`config.mk`:
```
export PLATFORM = sky130hd
export DESIGN_NAME = load_store_unit_flat
export DESIGN_NICKNAME = d
export VERILOG_FILES = /design/src/rtl/load_store_unit_if.sv /design/src/rtl/load_store_unit.sv /design/src/flat_wrapper.sv
export SDC_FILE = /design/constraint.sdc
export NUM_CORES = 1
export LEC_CHECK = 0
export CAP_MARGIN = 25
export CORE_MARGIN = 10
export CORE_UTILIZATION = 43
export CTS_CLUSTER_SIZE = 25
export DETAILED_ROUTE_END_ITERATION = 10
export PLACE_DENSITY = 0.76
export SYNTH_ARGS = -nofsm -noshare
export SYNTH_HDL_FRONTEND = slang
export SYNTH_SLANG_ARGS = --single-unit
```
`constraint.sdc`:
```
create_clock -name clk -period 2.95 [get_ports clk]
set_input_delay 0.4425 -clock clk [delete_from_list [all_inputs] [get_ports clk]]
set_output_delay 0.4425 -clock clk [all_outputs]
set_load 0.03 [all_outputs]
```
`src/rtl/load_store_unit_if.sv`:
```
// Data-memory bus between the load/store unit (master) and the memory (slave).
interface load_store_unit_if;
  logic        dmem_req;
  logic        dmem_we;
  logic [31:0] dmem_addr;
  logic [3:0]  dmem_be;
  logic [31:0] dmem_wdata;
  logic        dmem_gnt;
  logic        dmem_rvalid;
  logic [31:0] dmem_rdata;

  modport master (
    output dmem_req, dmem_we, dmem_addr, dmem_be, dmem_wdata,
    input  dmem_gnt, dmem_rvalid, dmem_rdata
  );

  modport slave (
    input  dmem_req, dmem_we, dmem_addr, dmem_be, dmem_wdata,
    output dmem_gnt, dmem_rvalid, dmem_rdata
  );
endinterface

```
`src/rtl/load_store_unit.sv`:
```
// RISC-V load/store unit: issues one data-memory transaction at a time, formats
// load data, and produces a single-cycle writeback pulse (with exception/timeout flags).
module load_store_unit #(
  parameter int unsigned DMEM_TIMEOUT = 255
) (
  input  logic              clk,
  input  logic              rst_n,
  input  logic              halt,
  input  logic              valid_in,
  input  logic              is_load,
  input  logic              is_store,
  input  logic [2:0]        funct3,
  input  logic [31:0]       alu_result,
  input  logic [31:0]       store_data,
  input  logic [4:0]        rd_in,
  input  logic              reg_write_in,
  load_store_unit_if.master dmem,
  output logic              wb_valid,
  output logic [31:0]       wb_data,
  output logic [4:0]        wb_rd,
  output logic              wb_reg_write,
  output logic              stall_out,
  output logic              mem_exc,
  output logic              mem_err
);

  localparam int CNT_W = (DMEM_TIMEOUT > 1) ? $clog2(DMEM_TIMEOUT) : 1;

  typedef enum logic [1:0] {IDLE, REQ, WAIT} state_t;

  state_t             state_q;
  logic               dmem_req_q;
  logic               dmem_we_q;
  logic [31:0]        dmem_addr_q;
  logic [3:0]         dmem_be_q;
  logic [31:0]        dmem_wdata_q;
  logic               wb_valid_q;
  logic [31:0]        wb_data_q;
  logic [4:0]         wb_rd_q;
  logic               wb_reg_write_q;
  logic               mem_exc_q;
  logic               mem_err_q;
  logic [CNT_W-1:0]   cnt_q;
  logic [2:0]         funct3_q;
  logic [1:0]         addr_lo_q;
  logic [4:0]         rd_q;
  logic               reg_write_q;
  logic               is_load_q;

  logic               is_mem;
  logic               accept;
  logic               legal_f3;
  logic               misaligned;
  logic               timeout_hit;
  logic [3:0]         be_d;
  logic [31:0]        wdata_d;
  logic [31:0]        load_data_d;
  logic [7:0]         rdata_bytes [4];
  logic [15:0]        rdata_half;

  assign is_mem      = is_load | is_store;
  assign accept      = (state_q == IDLE) && valid_in && !halt;
  assign timeout_hit = (cnt_q == CNT_W'(DMEM_TIMEOUT - 1));
  assign stall_out   = (state_q != IDLE) || (valid_in && is_mem && (state_q == IDLE) && !halt);

  // Loads take priority if both class bits are set.
  assign legal_f3   = is_load ? (funct3 inside {3'b000, 3'b001, 3'b010, 3'b100, 3'b101})
                              : (funct3 inside {3'b000, 3'b001, 3'b010});
  assign misaligned = ((funct3[1:0] == 2'b01) && alu_result[0]) ||
                      ((funct3[1:0] == 2'b10) && (alu_result[1:0] != 2'b00));

  always_comb begin
    be_d    = 4'hF;
    wdata_d = store_data;
    case (funct3[1:0])
      2'b00: begin
        be_d    = 4'b0001 << alu_result[1:0];
        wdata_d = {4{store_data[7:0]}};
      end
      2'b01: begin
        be_d    = 4'b0011 << {alu_result[1], 1'b0};
        wdata_d = {2{store_data[15:0]}};
      end
      default: ;
    endcase
  end

  for (genvar gi = 0; gi < 4; gi++) begin : g_lane
    assign rdata_bytes[gi] = dmem.dmem_rdata[8*gi +: 8];
  end
  assign rdata_half = addr_lo_q[1] ? dmem.dmem_rdata[31:16] : dmem.dmem_rdata[15:0];

  always_comb begin
    load_data_d = dmem.dmem_rdata;
    case (funct3_q)
      3'b000:  load_data_d = {{24{rdata_bytes[addr_lo_q][7]}}, rdata_bytes[addr_lo_q]};
      3'b001:  load_data_d = {{16{rdata_half[15]}}, rdata_half};
      3'b100:  load_data_d = {24'd0, rdata_bytes[addr_lo_q]};
      3'b101:  load_data_d = {16'd0, rdata_half};
      default: ;
    endcase
  end

  always_ff @(posedge clk or negedge rst_n) begin
    if (!rst_n) begin
      state_q        <= IDLE;
      dmem_req_q     <= 1'b0;
      dmem_we_q      <= 1'b0;
      dmem_addr_q    <= '0;
      dmem_be_q      <= '0;
      dmem_wdata_q   <= '0;
      wb_valid_q     <= 1'b0;
      wb_data_q      <= '0;
      wb_rd_q        <= '0;
      wb_reg_write_q <= 1'b0;
      mem_exc_q      <= 1'b0;
      mem_err_q      <= 1'b0;
      cnt_q          <= '0;
      funct3_q       <= '0;
      addr_lo_q      <= '0;
      rd_q           <= '0;
      reg_write_q    <= 1'b0;
      is_load_q      <= 1'b0;
    end else begin
      wb_valid_q <= 1'b0;
      mem_exc_q  <= 1'b0;
      mem_err_q  <= 1'b0;
      case (state_q)
        IDLE: begin
          if (accept) begin
            if (!is_mem) begin
              wb_valid_q     <= 1'b1;
              wb_data_q      <= alu_result;
              wb_rd_q        <= rd_in;
              wb_reg_write_q <= reg_write_in;
            end else if (!legal_f3 || misaligned) begin
              wb_valid_q     <= 1'b1;
              mem_exc_q      <= 1'b1;
              wb_rd_q        <= rd_in;
              wb_reg_write_q <= 1'b0;
            end else begin
              state_q      <= REQ;
              dmem_req_q   <= 1'b1;
              dmem_we_q    <= !is_load;
              dmem_addr_q  <= {alu_result[31:2], 2'b00};
              dmem_be_q    <= is_load ? 4'hF : be_d;
              dmem_wdata_q <= wdata_d;
              cnt_q        <= '0;
              funct3_q     <= funct3;
              addr_lo_q    <= alu_result[1:0];
              rd_q         <= rd_in;
              reg_write_q  <= reg_write_in;
              is_load_q    <= is_load;
            end
          end
        end
        REQ: begin
          cnt_q <= cnt_q + 1'b1;
          // A grant that also completes the op wins over the timeout in the same cycle.
          if (dmem.dmem_gnt && (!is_load_q || dmem.dmem_rvalid)) begin
            state_q        <= IDLE;
            dmem_req_q     <= 1'b0;
            dmem_we_q      <= 1'b0;
            wb_valid_q     <= 1'b1;
            wb_rd_q        <= rd_q;
            wb_reg_write_q <= is_load_q ? reg_write_q : 1'b0;
            if (is_load_q) wb_data_q <= load_data_d;
          end else if (timeout_hit) begin
            state_q        <= IDLE;
            dmem_req_q     <= 1'b0;
            dmem_we_q      <= 1'b0;
            wb_valid_q     <= 1'b1;
            mem_err_q      <= 1'b1;
            wb_reg_write_q <= 1'b0;
          end else if (dmem.dmem_gnt) begin
            state_q    <= WAIT;
            dmem_req_q <= 1'b0;
            dmem_we_q  <= 1'b0;
          end
        end
        WAIT: begin
          cnt_q <= cnt_q + 1'b1;
          if (dmem.dmem_rvalid) begin
            state_q        <= IDLE;
            wb_valid_q     <= 1'b1;
            wb_data_q      <= load_data_d;
            wb_rd_q        <= rd_q;
            wb_reg_write_q <= reg_write_q;
          end else if (timeout_hit) begin
            state_q        <= IDLE;
            wb_valid_q     <= 1'b1;
            mem_err_q      <= 1'b1;
            wb_reg_write_q <= 1'b0;
          end
        end
        default: state_q <= IDLE;
      endcase
    end
  end

  assign dmem.dmem_req   = dmem_req_q;
  assign dmem.dmem_we    = dmem_we_q;
  assign dmem.dmem_addr  = dmem_addr_q;
  assign dmem.dmem_be    = dmem_be_q;
  assign dmem.dmem_wdata = dmem_wdata_q;
  assign wb_valid        = wb_valid_q;
  assign wb_data         = wb_data_q;
  assign wb_rd           = wb_rd_q;
  assign wb_reg_write    = wb_reg_write_q;
  assign mem_exc         = mem_exc_q;
  assign mem_err         = mem_err_q;

endmodule

```
`src/flat_wrapper.sv`:
```
// flat-port wrapper written by rule: the top's interface ports become plain ports
module load_store_unit_flat 
#(
  parameter int unsigned DMEM_TIMEOUT = 255
)
  (clk, rst_n, halt, valid_in, is_load, is_store, funct3, alu_result, store_data, rd_in, reg_write_in, wb_valid, wb_data, wb_rd, wb_reg_write, stall_out, mem_exc, mem_err, dmem_dmem_req, dmem_dmem_we, dmem_dmem_addr, dmem_dmem_be, dmem_dmem_wdata, dmem_dmem_gnt, dmem_dmem_rvalid, dmem_dmem_rdata);
  load_store_unit_if dmem_i ();
  input  logic clk;
  input  logic rst_n;
  input  logic halt;
  input  logic valid_in;
  input  logic is_load;
  input  logic is_store;
  input  logic [2:0] funct3;
  input  logic [31:0] alu_result;
  input  logic [31:0] store_data;
  input  logic [4:0] rd_in;
  input  logic reg_write_in;
  output logic wb_valid;
  output logic [31:0] wb_data;
  output logic [4:0] wb_rd;
  output logic wb_reg_write;
  output logic stall_out;
  output logic mem_exc;
  output logic mem_err;
  output wire logic [$bits(dmem_i.dmem_req)-1:0] dmem_dmem_req;
  output wire logic [$bits(dmem_i.dmem_we)-1:0] dmem_dmem_we;
  output wire logic [$bits(dmem_i.dmem_addr)-1:0] dmem_dmem_addr;
  output wire logic [$bits(dmem_i.dmem_be)-1:0] dmem_dmem_be;
  output wire logic [$bits(dmem_i.dmem_wdata)-1:0] dmem_dmem_wdata;
  input wire logic [$bits(dmem_i.dmem_gnt)-1:0] dmem_dmem_gnt;
  input wire logic [$bits(dmem_i.dmem_rvalid)-1:0] dmem_dmem_rvalid;
  input wire logic [$bits(dmem_i.dmem_rdata)-1:0] dmem_dmem_rdata;
  assign dmem_dmem_req = dmem_i.dmem_req;
  assign dmem_dmem_we = dmem_i.dmem_we;
  assign dmem_dmem_addr = dmem_i.dmem_addr;
  assign dmem_dmem_be = dmem_i.dmem_be;
  assign dmem_dmem_wdata = dmem_i.dmem_wdata;
  assign dmem_i.dmem_gnt = dmem_dmem_gnt;
  assign dmem_i.dmem_rvalid = dmem_dmem_rvalid;
  assign dmem_i.dmem_rdata = dmem_dmem_rdata;
  load_store_unit #(.DMEM_TIMEOUT(DMEM_TIMEOUT)) u_core (.clk(clk), .rst_n(rst_n), .halt(halt), .valid_in(valid_in), .is_load(is_load), .is_store(is_store), .funct3(funct3), .alu_result(alu_result), .store_data(store_data), .rd_in(rd_in), .reg_write_in(reg_write_in), .dmem(dmem_i), .wb_valid(wb_valid), .wb_data(wb_data), .wb_rd(wb_rd), .wb_reg_write(wb_reg_write), .stall_out(stall_out), .mem_exc(mem_exc), .mem_err(mem_err));
endmodule
```
Yosys cells after proc, flatten, opt, wreduce, memory -nomap -nowiden
Index checks and enable logic that the tools add are counted.
{"block": "word_totals", "mem_bits_rw": 0, "in_bits": 113, "out_inout_bits": 112, "latch_bits": 0, "rom_bits": 0, "mem_count": 0, "register_bits": 131}
{"block": "classes", "bitwise": 3, "eq_ne": 22, "n_mul": 0, "div_mod_pow": 0, "muxes": 66, "n_reduce_logical": 35, "shifts": 2, "magnitude_cmp": 1, "add_sub_neg": 1}
{"operator": "$mux W32", "n": 5}
{"operator": "$pmux W32 S4", "n": 1}
{"operator": "$pmux W32 S3", "n": 1}
{"operator": "$pmux W32 S2", "n": 1}
{"operator": "$mux W8", "n": 5}
{"operator": "$mux W1", "n": 28}
{"operator": "$mux W5", "n": 5}
{"operator": "$bmux W8 S2", "n": 1}
{"operator": "$mux W16", "n": 1}
{"operator": "$mux W2", "n": 8}
{"operator": "$pmux W8 S2", "n": 1}
{"operator": "$pmux W5 S3", "n": 1}
{"operator": "$reduce_and A5 Y1", "n": 3}
{"operator": "$eq A3 B3 Y1 const B", "n": 4}
{"operator": "$add A8 B1 Y8 const B", "n": 1}
{"operator": "$eq A8 B8 Y1 const B", "n": 1}
{"operator": "$logic_and A1 B1 Y1", "n": 8}
{"operator": "$ne A2 B1 Y1 const B", "n": 4}
{"operator": "$pmux W4 S2", "n": 1}
{"operator": "$reduce_and A4 Y1", "n": 2}
{"operator": "$reduce_bool A2 Y1", "n": 4}
{"operator": "$eq A3 B1 Y1 const B", "n": 2}
{"operator": "$logic_not A3 Y1", "n": 2}
{"operator": "$ne A2 B2 Y1 const B", "n": 3}
{"operator": "24 further kinds", "n": 37}

Logic depth before layout (Yosys ltp)
{"block": "depth", "word_depth": 9, "mapped_depth": 10}

Least setup slack after synthesis
No wires, ideal clock.
{"block": "synth_timing", "kind": "input to register", "startpoint": "input halt", "endpoint": "register u_core.state_q[1]", "setup_ns": 0.110, "path_slack_ns": 0.814, "t_arrival_ns": 2.026, "n_path_buf": 0, "cell_stages": 4, "t_required_ns": 2.840, "path_cell_list": "nand2b_1 -> o21ai_0 -> o21ai_0 -> o41ai_1"}
{"block": "synth_via", "elab_chain_cells": 4}
{"element": "start, declared", "line_no": "flat_wrapper.sv:10", "rtl": "input logic halt;"}
{"element": "$logic_not A1 Y1", "line_no": "load_store_unit.sv:62", "rtl": "assign accept = (state_q == IDLE) && valid_in && !halt;"}
{"element": "$logic_and A1 B1 Y1", "line_no": "load_store_unit.sv:62"}
{"element": "$ne A2 B1 Y1 (no line)"}
{"element": "$reduce_and A5 Y1 (no line)"}
{"element": "end signal, assigned", "line_no": "load_store_unit.sv:106", "rtl": "state_q <= IDLE;"}
{"element": "end signal, assigned", "line_no": "load_store_unit.sv:142", "rtl": "state_q <= REQ;"}
{"element": "end signal, assigned", "line_no": "load_store_unit.sv:161", "rtl": "state_q <= IDLE;"}
{"element": "end, declared", "line_no": "load_store_unit.sv:31", "rtl": "state_t state_q;"}
Every way passes these cells.
A chain may end at the register's enable or synchronous reset.

Worst setup path after layout
{"block": "layout_timing", "startpoint": "input is_load", "endpoint": "output stall_out"}
{"block": "layout_via", "elab_chain_cells": 5}
{"element": "start, declared", "line_no": "flat_wrapper.sv:12", "rtl": "input logic is_load;"}
{"element": "$or A1 B1 Y1", "line_no": "load_store_unit.sv:61", "rtl": "assign is_mem = is_load | is_store;"}
{"element": "$logic_and A1 B1 Y1 (3 in series)", "line_no": "load_store_unit.sv:64", "rtl": "assign stall_out = (state_q != IDLE) || (valid_in && is_mem && (state_q == IDLE) && !halt);"}
{"element": "$logic_or A1 B1 Y1", "line_no": "load_store_unit.sv:64"}
{"element": "end, declared", "line_no": "flat_wrapper.sv:23", "rtl": "output logic stall_out;"}
Every way passes these cells.

==> metrics.md <==
| Metric | Value |
|---|---|
| # DRC | `0` |
| Antenna Nets Post-Route | `0` |
| Synth cell types | `55` |
| Hold crit path type | `input pin to async pin` |
| Vias in the first global route | `6056` |
| Fin Setup TNS | `0 ps` |
| Critical path depth | `4` |
| Worst setup path endpoint | `stall_out` |
| Seq/Total Area, Yosys | `49.7%` |
| # Post-CTS Setup Buffers | `0` |
| Final net count | `1058` |
| DRT Pass-1 Iters | `5` |
| Worst R2R End | `u_core.cnt_q[5]` |
| Ys async rst share | `100%` |
| VDD IR max | `523 µV` |
| RSZ-0062 raised after global routing | `false` |
| Wl on met1 | `~8600 µm` |
| Post-Place Setup Slack | `298 ps` |
| Post-layout min period | `2650 ps` |
| Clk_lat worst skew | `420 ps` |
| DR WL met2 | `10100 µm` |
| Cell taking the most area after synthesis | `dfrtp_1` |
| R2R Setup Slk | `600 ps` |
| Gpl congestion | `0.821` |
| CP top delay family | `buffers and inverters` |
| Highest Signal Layer | `met4` |
| H-tree Lvls | `4` |
| I/O pin count | `225` |
| Max-Cap Viols | `0` |
| Pins Over Slew Limit | `0` |
| CP bufs+invs | `2` |
| Critical path origin | `is_load` |
| Average cell area after synthesis | `9.03 µm²` |
| Via count | `6020` |
| Fin Clk Skew | `~8.0 ps` |
| Total gr overflow | `0` |
| Startpoint type of the worst setup path | `input pin` |
| PostCTS Resize Cnt | `0` |
| Fin crit share | `89.8%` |
| Starting Density | `43.6%` |
| GRT Overall Usage | `20.9%` |
| 1st-iter DRT viols | `397` |
| Clock-pin slew on the worst setup and hold paths | `60 ps` |
| Worst r2r src | `u_core.state_q[0]` |
| Nature of the critical path endpoint | `primary output` |
| Share of the synthesized area in the top cell type | `~50%` |
| Dpl hpwl | `16300 µm` |
| CP Class | `input pin to primary output` |
| Mapped cell area | `6600 µm²` |
| Final setup fails | `0` |
| Largest net degree at the start of global routing | `76` |
| First-pass GRT wire length | `~33000 µm` |
| Synth area leaders | `dfrtp_1 (50%), nand2_1 (12%), mux2i_1 (5.0%), o21ai_0 (3.3%), nor2_1 (2.7%)` |
| Initial antenna violation count | `2` |
| Die X | `144 µm` |
| Leakage | `between 4 and 5 nW` |
| Predominant post-synthesis flop cell | `dfrtp_1` |
| Vias/cell | `about 5.3` |
| Total CTS buffers | `17` |
| Crit path max fanout | `6` |
| CTS tree | `done` |
| Seq cells post-synth | `approximately 130` |
| Syn-to-layout area delta | `46.2%` |
| R2R depth | `7` |
| Die Y | `around 140 µm` |
| Critical Path RT | `about 2500 ps` |
| Sink Count | `131` |
| Share of layout cells above drive strength 1 | `under 10%` |
| Synthesized instance count | `roughly 730` |
| Yosys warns | `0` |
| Total core area | `15100 µm²` |
| Worst path cell trace | `clkdlybuf4s50_1 > nor2_2 > o21ai_0 > clkdlybuf4s50_1` |
| CP dominant cell by count | `clkdlybuf4s50_1` |
| Worst-margin pin slew | `798 ps` |
| Routed wire length per instance | `~19 µm` |
| Slowest stage delay, CP | `740 ps` |
| Endpoints failing hold | `0` |
| Root Driver | `clkbuf_16` |
| Post-synth EDFFs | `0` |
| Die ar. | `around 21000 µm²` |
| Slew headroom | `a little under half` |
| Maximum clock rate | `377 MHz` |
| Status | `completed` |
| Setup ws final | `~300 ps` |
| Ant. Diodes | `0` |
| Worst path arrival time | `2210 ps` |
| FP Rows | `45` |
| Met3 wire length | `2680 µm` |
| Hold_buf cts | `1` |
| Slowest stage cell, crit path | `clkdlybuf4s50_1` |
| Pwr dens | `1110 nW/µm²` |
| Total wire length | `21600 µm` |
| Clk buf depth | `2` |
| Port bufs | `222` |
==> power breakdown <==
group          internal (mW)  total (mW)  switching (mW)  leakage (nW)
clock network           1.40        2.21           0.814         0.298
logic                   2.22        5.38            3.16          2.32
registers               2.60        3.08           0.473          1.62
==> state kept, by name, indices dropped and copies added, names as in the netlist <==
| register | cells |
|---|---|
| u_core.addr_lo_q | 2 |
| u_core.cnt_q | 8 |
| u_core.dmem.dmem_addr | 30 |
| u_core.dmem.dmem_be | 4 |
| u_core.dmem.dmem_req | 1 |
| u_core.dmem.dmem_wdata | 32 |
| u_core.dmem.dmem_we | 1 |
| u_core.funct3_q | 3 |
| u_core.is_load_q | 1 |
| u_core.mem_err | 1 |
| u_core.mem_exc | 1 |
| u_core.rd_q | 5 |
| u_core.reg_write_q | 1 |
| u_core.state_q | 2 |
| u_core.wb_data | 32 |
| u_core.wb_rd | 5 |
| u_core.wb_reg_write | 1 |
| u_core.wb_valid | 1 |
==> cell families (layout without fill, tap and decap cells) <==
| logic type | count (synthesis) | in the layout | synth area share [%] |
|---|---|---|---|
| simple gates | 322 | 322 | 20.9 |
| other cells | 1 | 2 | 0.0568 |
| flops | 131 | 131 | 49.7 |
| mux | 46 | 46 | 7.39 |
| fa+ha+maj | 6 | 6 | 1.14 |
| buf+inv | 60 | 280 | 4.38 |
| compound gates | 165 | 165 | 16.4 |
==> metrics by stage <==
step,hold slack [ps],power [mW],util (%),instances,instance area [µm²]
floorplan,147,6.28,-,732,6600
global placement,286,8.43,59.5,1107,9010
detailed placement,284,8.52,59.5,1107,9010
CTS,409,10.8,63.7,1140,9650
global route,437,11.3,63.7,1140,9650
finish,425,10.7,63.7,1140,9650
==> worst min path at each step <==
stage / endpoint / startpoint / cells past startpoint
6_report: u_core.dmem.dmem_addr[25] / rst_n / 2
3_3_place_gp: u_core.dmem.dmem_addr[25] / rst_n / 1
4_1_cts: u_core.dmem.dmem_addr[25] / rst_n / 2
5_1_grt: u_core.dmem.dmem_addr[25] / rst_n / 2
2_1_floorplan: u_core.addr_lo_q[0] / rst_n / 0
3_5_place_dp: u_core.dmem.dmem_addr[25] / rst_n / 1
==> layer usage <==
metal	up-vias	GRT usage, %
li1	2926	-
met1	2846	24.0
met2	227	34.2
met3	21	9.34
met4	0	6.18
met5	-	0
==> cell usage after synthesis (5+ instances only) <==
master / instances
nand2_1: 213
dfrtp_1: 131
nor2_1: 47
o21ai_0: 44
mux2i_1: 33
clkbuf_1: 32
a21oi_1: 30
a31oi_1: 19
nand2b_1: 18
o2bb2ai_1: 16
nor2b_1: 14
o221ai_1: 14
mux2_2: 12
o21ai_2: 10
buf_2: 9
o21ai_1: 8
nor3b_1: 7
ha_1: 6
inv_1: 6
nand3_1: 6
buf_6: 5
o31ai_1: 5
==> cell usage in the layout (no fill, tap or decap), types with 3 or more instances in the layout <==
cell type,instances
bufinv_16,3
o21ai_0,44
buf_12,5
nand2b_1,17
clkbuf_16,17
mux2_2,12
nand3_1,6
a21oi_1,30
clkinvlp_4,3
or3_1,3
nor3b_1,7
o221ai_1,14
dfrtp_1,131
nand2_1,213
or4_1,3
ha_1,5
clkinv_2,3
o2bb2ai_1,16
buf_4,12
o21ai_1,8
nor2_1,46
a31oi_1,19
mux2i_1,33
clkdlybuf4s50_1,221
inv_1,6
o31ai_1,5
nor2b_1,14
o22a_1,3
o21ai_2,10
clkbuf_8,3
==> final cells by class <==
class | instances | area, µm²
clock buffer | 20 | 467
clock inverter | 12 | 154
fill | 1337 | 5500
inverter | 8 | 30.0
multi-input combinational | 541 | 3060
sequential | 131 | 3280
tap | 188 | 235
timing repair buffer | 240 | 2420
(Power assumes the default switching activity.)
